## src/rtl/mopshub_uplink_pkg.sv

```systemverilog
// Shared types and constants for the MOPSHUB uplink collector.
package mopshub_uplink_pkg;

    localparam int BUS_ID_W = 5;
    localparam int FRAME_W  = 76;

    // state    | meaning
    // IDLE     | waiting for an enabled request with FIFO space
    // SELECT   | bus mux just switched; arm the read-latency timer
    // WAIT     | timer running down while can_rec_data settles
    // CAPTURE  | frame written to FIFO, ack pulsed to the bus
    typedef enum logic [1:0] {
        IDLE    = 2'd0,
        SELECT  = 2'd1,
        WAIT    = 2'd2,
        CAPTURE = 2'd3
    } state_t;

    typedef struct packed {
        logic [BUS_ID_W-1:0] bus_id;
        logic [FRAME_W-1:0]  frame;
    } uplink_entry_t;

endpackage

```

## src/rtl/mopshub_uplink_collector_fifo.sv

```systemverilog
// Synchronous first-word-fall-through FIFO; head holds the last popped word when empty.
module uplink_sync_fifo #(
    parameter int WIDTH = 81,
    parameter int DEPTH = 8
) (
    input  logic                     clk,
    input  logic                     rst,
    input  logic                     push,
    input  logic [WIDTH-1:0]         wr_data,
    input  logic                     pop,
    output logic [WIDTH-1:0]         rd_data,
    output logic                     valid,
    output logic                     full,
    output logic [$clog2(DEPTH):0]   level
);
    localparam int AW = $clog2(DEPTH);

    logic [WIDTH-1:0] mem [DEPTH];
    logic [AW-1:0]    wr_ptr;
    logic [AW-1:0]    rd_ptr;
    logic [AW:0]      count;
    logic [WIDTH-1:0] hold;
    logic             push_ok;
    logic             pop_ok;

    assign push_ok = push && (count != (AW+1)'(DEPTH));
    assign pop_ok  = pop && (count != '0);

    // Storage array, written only on an accepted push.
    always_ff @(posedge clk) begin
        if (push_ok) begin
            mem[wr_ptr] <= wr_data;
        end
    end

    // Pointers, occupancy counter and the held last-popped word.
    always_ff @(posedge clk) begin
        if (rst) begin
            wr_ptr <= '0;
            rd_ptr <= '0;
            count  <= '0;
            hold   <= '0;
        end else begin
            if (push_ok) begin
                wr_ptr <= wr_ptr + 1'b1;
            end
            if (pop_ok) begin
                rd_ptr <= rd_ptr + 1'b1;
                hold   <= mem[rd_ptr];
            end
            case ({push_ok, pop_ok})
                2'b10:   count <= count + 1'b1;
                2'b01:   count <= count - 1'b1;
                default: count <= count;
            endcase
        end
    end

    assign rd_data = (count != '0) ? mem[rd_ptr] : hold;
    assign valid   = (count != '0);
    assign full    = (count == (AW+1)'(DEPTH));
    assign level   = count;

endmodule

```

## src/rtl/mopshub_uplink_collector.sv

```systemverilog
// Round-robin collector of CAN receive frames into the uplink FIFO.
module mopshub_uplink_collector
    import mopshub_uplink_pkg::*;
#(
    parameter int N_BUSES    = 32,
    parameter int FIFO_DEPTH = 8,
    parameter int RD_LAT     = 2
) (
    input  logic                          clk,
    input  logic                          rst,
    input  logic                          enable,
    input  logic [N_BUSES-1:0]            irq_can_rec,
    input  logic [FRAME_W-1:0]            can_rec_data,
    output logic [BUS_ID_W-1:0]           can_rec_select,
    output logic                          can_rec_ack,
    output logic [FRAME_W-1:0]            data_rec_uplink,
    output logic [BUS_ID_W-1:0]           uplink_bus_id,
    output logic                          uplink_valid,
    input  logic                          uplink_ready,
    output logic                          fifo_full,
    output logic [$clog2(FIFO_DEPTH):0]   fifo_level,
    output logic                          busy
);
    localparam int IDX_W = $clog2(N_BUSES);
    localparam int CNT_W = $clog2(RD_LAT + 1);

    state_t              state;
    logic [BUS_ID_W-1:0] last_served;
    logic [CNT_W-1:0]    wait_cnt;
    uplink_entry_t       wr_entry;
    uplink_entry_t       rd_entry;

    // First set request strictly after 'last', wrapping; last itself is checked last.
    function automatic logic [BUS_ID_W-1:0] rr_pick(
        input logic [N_BUSES-1:0]  req,
        input logic [BUS_ID_W-1:0] last
    );
        logic [BUS_ID_W-1:0] win;
        logic                found;
        int                  idx;
        win   = '0;
        found = 1'b0;
        for (int i = 1; i <= N_BUSES; i++) begin
            idx = (int'(last) + i) % N_BUSES;
            if (!found && req[IDX_W'(idx)]) begin
                win   = BUS_ID_W'(idx);
                found = 1'b1;
            end
        end
        return win;
    endfunction

    // Grant / settle / capture sequencer with registered select, ack and busy.
    always_ff @(posedge clk) begin
        if (rst) begin
            state          <= IDLE;
            can_rec_select <= '0;
            can_rec_ack    <= 1'b0;
            busy           <= 1'b0;
            last_served    <= BUS_ID_W'(N_BUSES - 1);
            wait_cnt       <= '0;
        end else begin
            can_rec_ack <= 1'b0;
            case (state)
                IDLE: begin
                    if (enable && (irq_can_rec != '0) && !fifo_full) begin
                        can_rec_select <= rr_pick(irq_can_rec, last_served);
                        state          <= SELECT;
                        busy           <= 1'b1;
                    end
                end
                SELECT: begin
                    wait_cnt <= CNT_W'(RD_LAT - 1);
                    state    <= WAIT;
                end
                WAIT: begin
                    if (wait_cnt == '0) begin
                        state       <= CAPTURE;
                        can_rec_ack <= 1'b1;
                    end else begin
                        wait_cnt <= wait_cnt - 1'b1;
                    end
                end
                CAPTURE: begin
                    last_served <= can_rec_select;
                    state       <= IDLE;
                    busy        <= 1'b0;
                end
                default: begin
                    state <= IDLE;
                    busy  <= 1'b0;
                end
            endcase
        end
    end

    assign wr_entry = '{bus_id: can_rec_select, frame: can_rec_data};

    uplink_sync_fifo #(
        .WIDTH ($bits(uplink_entry_t)),
        .DEPTH (FIFO_DEPTH)
    ) u_fifo (
        .clk     (clk),
        .rst     (rst),
        .push    (state == CAPTURE),
        .wr_data (wr_entry),
        .pop     (uplink_ready),
        .rd_data (rd_entry),
        .valid   (uplink_valid),
        .full    (fifo_full),
        .level   (fifo_level)
    );

    assign data_rec_uplink = rd_entry.frame;
    assign uplink_bus_id   = rd_entry.bus_id;

endmodule

```

## config.mk

```make
export PLATFORM = sky130hd
export DESIGN_NAME = mopshub_uplink_collector
export DESIGN_NICKNAME = d
export VERILOG_FILES = /design/src/rtl/mopshub_uplink_pkg.sv /design/src/rtl/mopshub_uplink_collector_fifo.sv /design/src/rtl/mopshub_uplink_collector.sv
export SDC_FILE = /design/constraint.sdc
export NUM_CORES = 1
export LEC_CHECK = 0
export ABC_AREA = 1
export BUFFER_PORTS_ARGS = -buffer_cell sky130_fd_sc_hd__buf_2
export CORE_MARGIN = 2
export CORE_UTILIZATION = 40
export CTS_CLUSTER_SIZE = 24
export DETAILED_ROUTE_END_ITERATION = 7
export HOLD_SLACK_MARGIN = 0.06
export PLACE_DENSITY = 0.54
export SYNTH_ARGS = -nofsm -noshare
export SYNTH_HDL_FRONTEND = slang
export SYNTH_SLANG_ARGS = --single-unit
```

## constraint.sdc

```tcl
create_clock -name clk -period 6.72 [get_ports clk]
set_input_delay 1.008 -clock clk [delete_from_list [all_inputs] [get_ports clk]]
set_output_delay 1.008 -clock clk [all_outputs]
set_load 0.03 [all_outputs]
```

Word-level counts from Yosys, hierarchy flattened
Memories as Yosys holds them, arrays and structs flattened. A register that Yosys moved wholly into a read port is not among the register bits.
Index checks and enable logic that the tools add are counted.
W data, S select, Z words.
{ "totals": {"register_bits": 107, "inputBits": 112, "output_inout_bits": 94, "ram_bits": 648, "wordCells": 436, "n_memories": 1} }
{ "mem_list": {"columns": ["memory", "words", "word_bits", "read_ports", "rd_clocked_by_memory_dff", "wr", "line", "rtl"], "rows": [
  ["u_fifo.mem", 8, 81, 1, 1, 1, "mopshub_uplink_collector_fifo.sv:18", "logic [WIDTH-1:0] mem [DEPTH];"]
]} }
{ "classes": {"magnitude_cmp": 32, "n_eq_ne": 10, "mux": 266, "bitwise": 1, "add_sub_neg": 37, "reduce_logical": 79} }
{ "op_table": {"columns": ["op", "n"], "rows": [
  ["$lt A5 B7 Y1 const B", 32],
  ["$mux W1", 192],
  ["$bmux W1 S5", 32],
  ["$mux W5", 32],
  ["$mux W81", 1],
  ["$add A5 B5 Y5 const B", 16],
  ["$add A5 B4 Y5 const B", 8],
  ["$logic_and A1 B1 Y1", 35],
  ["$logic_not A1 Y1", 32],
  ["$reduce_bool A32 Y1", 1],
  ["$add A5 B3 Y5 const B", 4],
  ["$add A5 B1 Y5 const B", 2],
  ["$add A5 B2 Y5 const B", 2],
  ["$pmux W2 S4", 1],
  ["$pmux W4 S2", 1],
  ["$reduce_and A2 Y1", 4],
  ["$add A3 B1 Y3 const B", 2],
  ["$eq A2 B2 Y1 const B", 3],
  ["$mux W2", 3],
  ["$mux W3", 2],
  ["$ne A2 B2 Y1 const B", 3],
  ["$reduce_bool A2 Y1", 3],
  ["$add A4 B1 Y4 const B", 1],
  ["$eq A2 B1 Y1 const B", 2],
  ["10 further kinds", 11]
]} }

Longest topological paths before layout
{ "logic_depth": {"word_depth": 191, "mapped_depth": 36, "mapped_depth_nobuf": 33} }

Hierarchy
A second synthesis with hierarchy kept.
{ "hier_totals": {"hier_cells": 3439, "hier_area_um2": 34185.3} }
{ "by_module_without_submodules": {"columns": ["mod", "cells_per_inst", "instances", "seq_area_each_um2", "area_per_inst_um2"], "rows": [
  ["uplink_sync_fifo", 2535, 1, 21340.5, 29355.7],
  ["mopshub_uplink_collector", 904, 1, 320.3, 4829.6]
]} }

Worst setup path after synthesis
OpenSTA, ideal clock, no wires.
{ "synth_timing": {"kind": "reg2reg", "from": "reg u_fifo.count[2], in the netlist u_fifo.level[2]", "to": "mem u_fifo.mem[1][0] (enable)", "stages_incl_launch_ff": 9, "required_time_ps": 6199, "n_path_buf": 0, "arrival_ps": 4799, "slack_ps": 1400, "setup_time_ps": 521, "period_less_slack_ps": 5320, "cell_sequence": "dfxtp_1 -> inv_1 -> nand3_1 -> inv_1 -> nor2_1 -> inv_1 -> nor2_1 -> inv_1 -> nor2_1"} }
{ "synth_between": {"elab_chain_cells": 4} }
{ "synth_rtl": {"columns": ["item", "line", "rtl"], "rows": [
  ["start, declared", "mopshub_uplink_collector_fifo.sv:21", "logic [AW:0] count;"],
  ["start signal, assigned", "mopshub_uplink_collector_fifo.sv:52", "2'b10: count <= count + 1'b1;"],
  ["start signal, assigned", "mopshub_uplink_collector_fifo.sv:53", "2'b01: count <= count - 1'b1;"],
  ["start signal, assigned", "mopshub_uplink_collector_fifo.sv:54", "default: count <= count;"],
  ["$ne A4 B4 Y1", "mopshub_uplink_collector_fifo.sv:26", "assign push_ok = push && (count != (AW+1)'(DEPTH));"],
  ["$logic_and A1 B1 Y1", "mopshub_uplink_collector_fifo.sv:26", null],
  ["$mux W1", "mopshub_uplink_collector_fifo.sv:31", "if (push_ok) begin"],
  ["$mux W1 (implied by the code)", "mopshub_uplink_collector_fifo.sv:32", "mem[wr_ptr] <= wr_data;"],
  ["end, declared", "mopshub_uplink_collector_fifo.sv:18", null]
]} }
No other way between the ends.

Worst setup path in the final report
{ "layout_timing": {"from": "reg last_served[2]", "to": "reg can_rec_select[4]"} }
{ "layout_between": {"elab_chain_cells": 191, "elab_cells_between_ends": 346, "classes_between": "32 x add/sub; 252 x mux; 62 x reduce/logical"} }
{ "layout_rtl": {"columns": ["item", "line", "rtl"], "rows": [
  ["start, declared", "mopshub_uplink_collector.sv:28", "logic [BUS_ID_W-1:0] last_served;"],
  ["start signal, assigned", "mopshub_uplink_collector.sv:60", "last_served <= BUS_ID_W'(N_BUSES - 1);"],
  ["start signal, assigned", "mopshub_uplink_collector.sv:85", "last_served <= can_rec_select;"],
  ["$add A5 B1 Y5", "mopshub_uplink_collector.sv:44", "idx = (int'(last) + i) % N_BUSES;"],
  ["$bmux W1 S5", "mopshub_uplink_collector.sv:45", "if (!found && req[IDX_W'(idx)]) begin"],
  ["$mux W1 (implied by the code) (2 in series)", "mopshub_uplink_collector.sv:45", null],
  ["$mux W1", "mopshub_uplink_collector.sv:45", null],
  ["$mux W1", "mopshub_uplink_collector.sv:66", "if (enable && (irq_can_rec != '0) && !fifo_full) begin"],
  ["$mux W1", "mopshub_uplink_collector.sv:64", "case (state)"],
  ["$mux W1", "mopshub_uplink_collector.sv:55", "if (rst) begin"],
  ["$logic_not A1 Y1", "mopshub_uplink_collector.sv:45", null],
  ["[... 174 more ...]", null, null],
  ["$logic_and A1 B1 Y1", "mopshub_uplink_collector.sv:45", null],
  ["$mux W1", "mopshub_uplink_collector.sv:45", null],
  ["$mux W1", "mopshub_uplink_collector.sv:66", null],
  ["$mux W1", "mopshub_uplink_collector.sv:64", null],
  ["$mux W1", "mopshub_uplink_collector.sv:55", null],
  ["$logic_not A1 Y1", "mopshub_uplink_collector.sv:45", null],
  ["$logic_and A1 B1 Y1", "mopshub_uplink_collector.sv:45", null],
  ["$mux W5 (*)", "mopshub_uplink_collector.sv:45", null],
  ["end signal, assigned", "mopshub_uplink_collector.sv:67", "can_rec_select <= rr_pick(irq_can_rec, last_served);"],
  ["end, declared", "mopshub_uplink_collector.sv:14", "output logic [BUS_ID_W-1:0] can_rec_select,"]
]} }
Mark *: on every way between the ends. The rest lies on a longest branch, timed or not. The select of a mux whose other input is x is not followed.
A chain may end at the register's enable or synchronous reset.

==> impl_metrics.env <==
export IMPL_insertion_delay_ns=0.64
export IMPL_pwr_density_cell_nw_per_um2=470
export IMPL_synth_edf_count=648
export IMPL_synth_distinct_cells=51
export IMPL_synth_seq_cells=758
export IMPL_cts_max_path_buffers=3
export IMPL_hold_class="flip-flop to flip-flop"
export IMPL_rsz0062_at_grt="false"
export IMPL_area_growth_pct=14.1
export IMPL_multi_input_area_sq_um=10600
export IMPL_cts_hold_buf=0
export IMPL_ioPinCount=206
export IMPL_syn_nets=3152
export IMPL_grt_start_max_net_pins=209
export IMPL_h_tree_depth=3
export IMPL_ys_top_cells_by_count="edfxtp_1 (648), nor2_1 (456), o21ai_0 (449)"
export IMPL_wirelength_um=94000
export IMPL_dieArea_sq_um=85900
export IMPL_endpoint_kind="flip-flop"
export IMPL_maxSlewHeadroom=0.231
export IMPL_crit_slowest_cell="ha_1"
export IMPL_core_sq_um=83200
export IMPL_timing_hold_ws_ns=0.442
export IMPL_drive_gt1_frac=0.135
export IMPL_ys_warn_count=0
export IMPL_dieHeight_um=293
export IMPL_post_cts_setup_buffers=0
export IMPL_fp_row_count=106
export IMPL_startpoint="last_served[2]"
export IMPL_clock_sinks=758
export IMPL_numCtsBuffers=82
export IMPL_vias=23902
export IMPL_max_freq_mhz=190
export IMPL_tns_ns=0
export IMPL_num_fill_cells=7538
export IMPL_drtIter0Drc=1882
export IMPL_firstDrtPassIters=5
export IMPL_regArea_sq_um=21700
export IMPL_p_leak_nw=13.1
export IMPL_initial_core_util=0.402
export IMPL_die_w_um=293
export IMPL_period_needed_ns=5.27
export IMPL_drc_errors=0
export IMPL_setup_viol=0
export IMPL_max_vdd_ir_drop_mv=0.434
export IMPL_cp_top_family="simple AND/OR/NAND/NOR gates"
export IMPL_wl_per_cell_um=21.9
export IMPL_grt_overflow=0
export IMPL_dpl_hpwl_um=54600
export IMPL_worst_path_buf_inv=5
export IMPL_gr_usage_all_layers=0.214
export IMPL_critical_path_max_stage_delay_ns=0.75
export IMPL_async_reset_ff_frac=0
export IMPL_hold_violations=0
export IMPL_antenna_found_initial=12
export IMPL_hold_start="u_fifo.rd_ptr[2]"
export IMPL_fin_nets=3281
export IMPL_cap_violations=0
export IMPL_power_mw=17.9
export IMPL_finalCritPeriodShare=0.784
export IMPL_crit_fanout=19
export IMPL_ys_top_cells_by_area="edfxtp_1 (58%), o21ai_0 (6.7%), dfxtp_1 (6.6%)"
export IMPL_clkSlewWorstSetupHoldPaths_ns=0.06
export IMPL_detail_route_antenna_nets=0
export IMPL_cp_common_cell="nor2_4"
export IMPL_cts_root_buffer="clkbuf_16"
export IMPL_yosysMostFrequentCell="edfxtp_1"
export IMPL_syn_mean_instance_area_sq_um=11.1
export IMPL_rr_startpoint="last_served[2]"
export IMPL_skew_ns=0.0291
export IMPL_post_cts_resized=0
export IMPL_routabilityCongestion=0.958
export IMPL_synth_top_cell_by_area="edfxtp_1"
export IMPL_synth_flop_cell="edfxtp_1"
export IMPL_cts_tree="done"
export IMPL_ys_seq_area_frac=0.648
export IMPL_grt_pass1_wl_um=141000
export IMPL_critical_path_arrival_ns=5.76
export IMPL_syn_area_sq_um=33400
export IMPL_viasPerCell=5.57
export IMPL_critical_path_required_ns=7.21
export IMPL_synth_top_area_frac=0.582
export IMPL_maxSlewViolCount=0
export IMPL_status="completed"
export IMPL_tightest_slew_ns=1.15
export IMPL_syn_inst=3015
export IMPL_cp_start_kind="flip-flop"
export IMPL_grt_pass1_vias=23448
export IMPL_worstSetupPathType="flip-flop to flip-flop"
export IMPL_io_buffers=205
cells in the final DEF (no fill, tap or decap), drive strengths merged, types with 110 or more instances in the layout:
cell    instances
buf           239
edfxtp        648
inv           112
nand3         222
clkbuf        116
o21ai         457
nor2          467
nand2         330
dfxtp         110
a21oi         115
path summary, 6_finish.rpt:
kind	end	slack, ns	cells past startpoint
max	can_rec_select[4]	1.45	29
min	flip-flop	0.44	1
max reg2reg	can_rec_select[4]	1.45	29
min reg2reg	flip-flop	0.44	1
per-stage QoR:
step | std cells | setup slack (ns) | instance area (sq um) | utilization
after CTS | 4289 | 1.48 | 38100 | 0.459
after global placement | 4140 | 1.58 | 35400 | 0.426
after global routing | 4292 | 1.01 | 38100 | 0.459
after floorplan | 3015 | 1.40 | 33400 | -
final | 4294 | 1.45 | 38100 | 0.459
after detailed placement | 4140 | 1.49 | 35400 | 0.426
logic make-up after synthesis:
family	after synthesis	share of synthesized area
xor gates and xnor gates	21	0.00752
muxes	81	0.0243
DFF	758	0.648
AOI/OAI and AO/OA	748	0.133
buffers and inverters	306	0.0372
and+or+nand+nor	1076	0.141
adders and majority gates	25	0.00958
flip-flops by register name, indices dropped and copies added, names as in the netlist, named ones only:
name	flops
wait_cnt	2
last_served	5
busy	1
can_rec_select	5
u_fifo.hold	81
u_fifo.level	4
u_fifo.rd_ptr	3
u_fifo.wr_ptr	3
can_rec_ack	1
u_fifo.mem	648
state	2
where the power goes:
group	switching (mW)	internal, mW	total (mW)
registers	0.322	5.50	5.83
logic	5.65	1.98	7.63
clock network	1.82	2.66	4.48
total	7.79	10.1	17.9
worst reg2reg max path: cells and delay by family (launching register included):
kind	cells	cell delay (ns)
and+or+nand+nor	20	2.79
AOI/OAI and AO/OA	3	0.28
DFF	1	0.38
adders and majority gates	1	0.75
buffers and inverters	5	0.95
area by class of cell:
cell class	count	share of cell area
Antenna cell	5	0.000328
Clock buffer	116	0.0611
Clock inverter	33	0.00984
Inverter	112	0.0116
Multi-Input combinational cell	1951	0.278
Sequential cell	758	0.568
Tap cell	1080	0.0354
Timing Repair Buffer	239	0.0359
metal layers:
| metal | vias to the layer above | share of wire | track usage |
|---|---|---|---|
| met3 | 150 | 0.058 | 0.0354 |
| met4 | 12 | 0.018 | 0.0597 |
| met2 | 691 | 0.48 | 0.361 |
| li1 | 11290 | - | - |
| met5 | - | 0.00077 | 0 |
| met1 | 11759 | 0.44 | 0.286 |
Power figures use the tool's default switching activity.
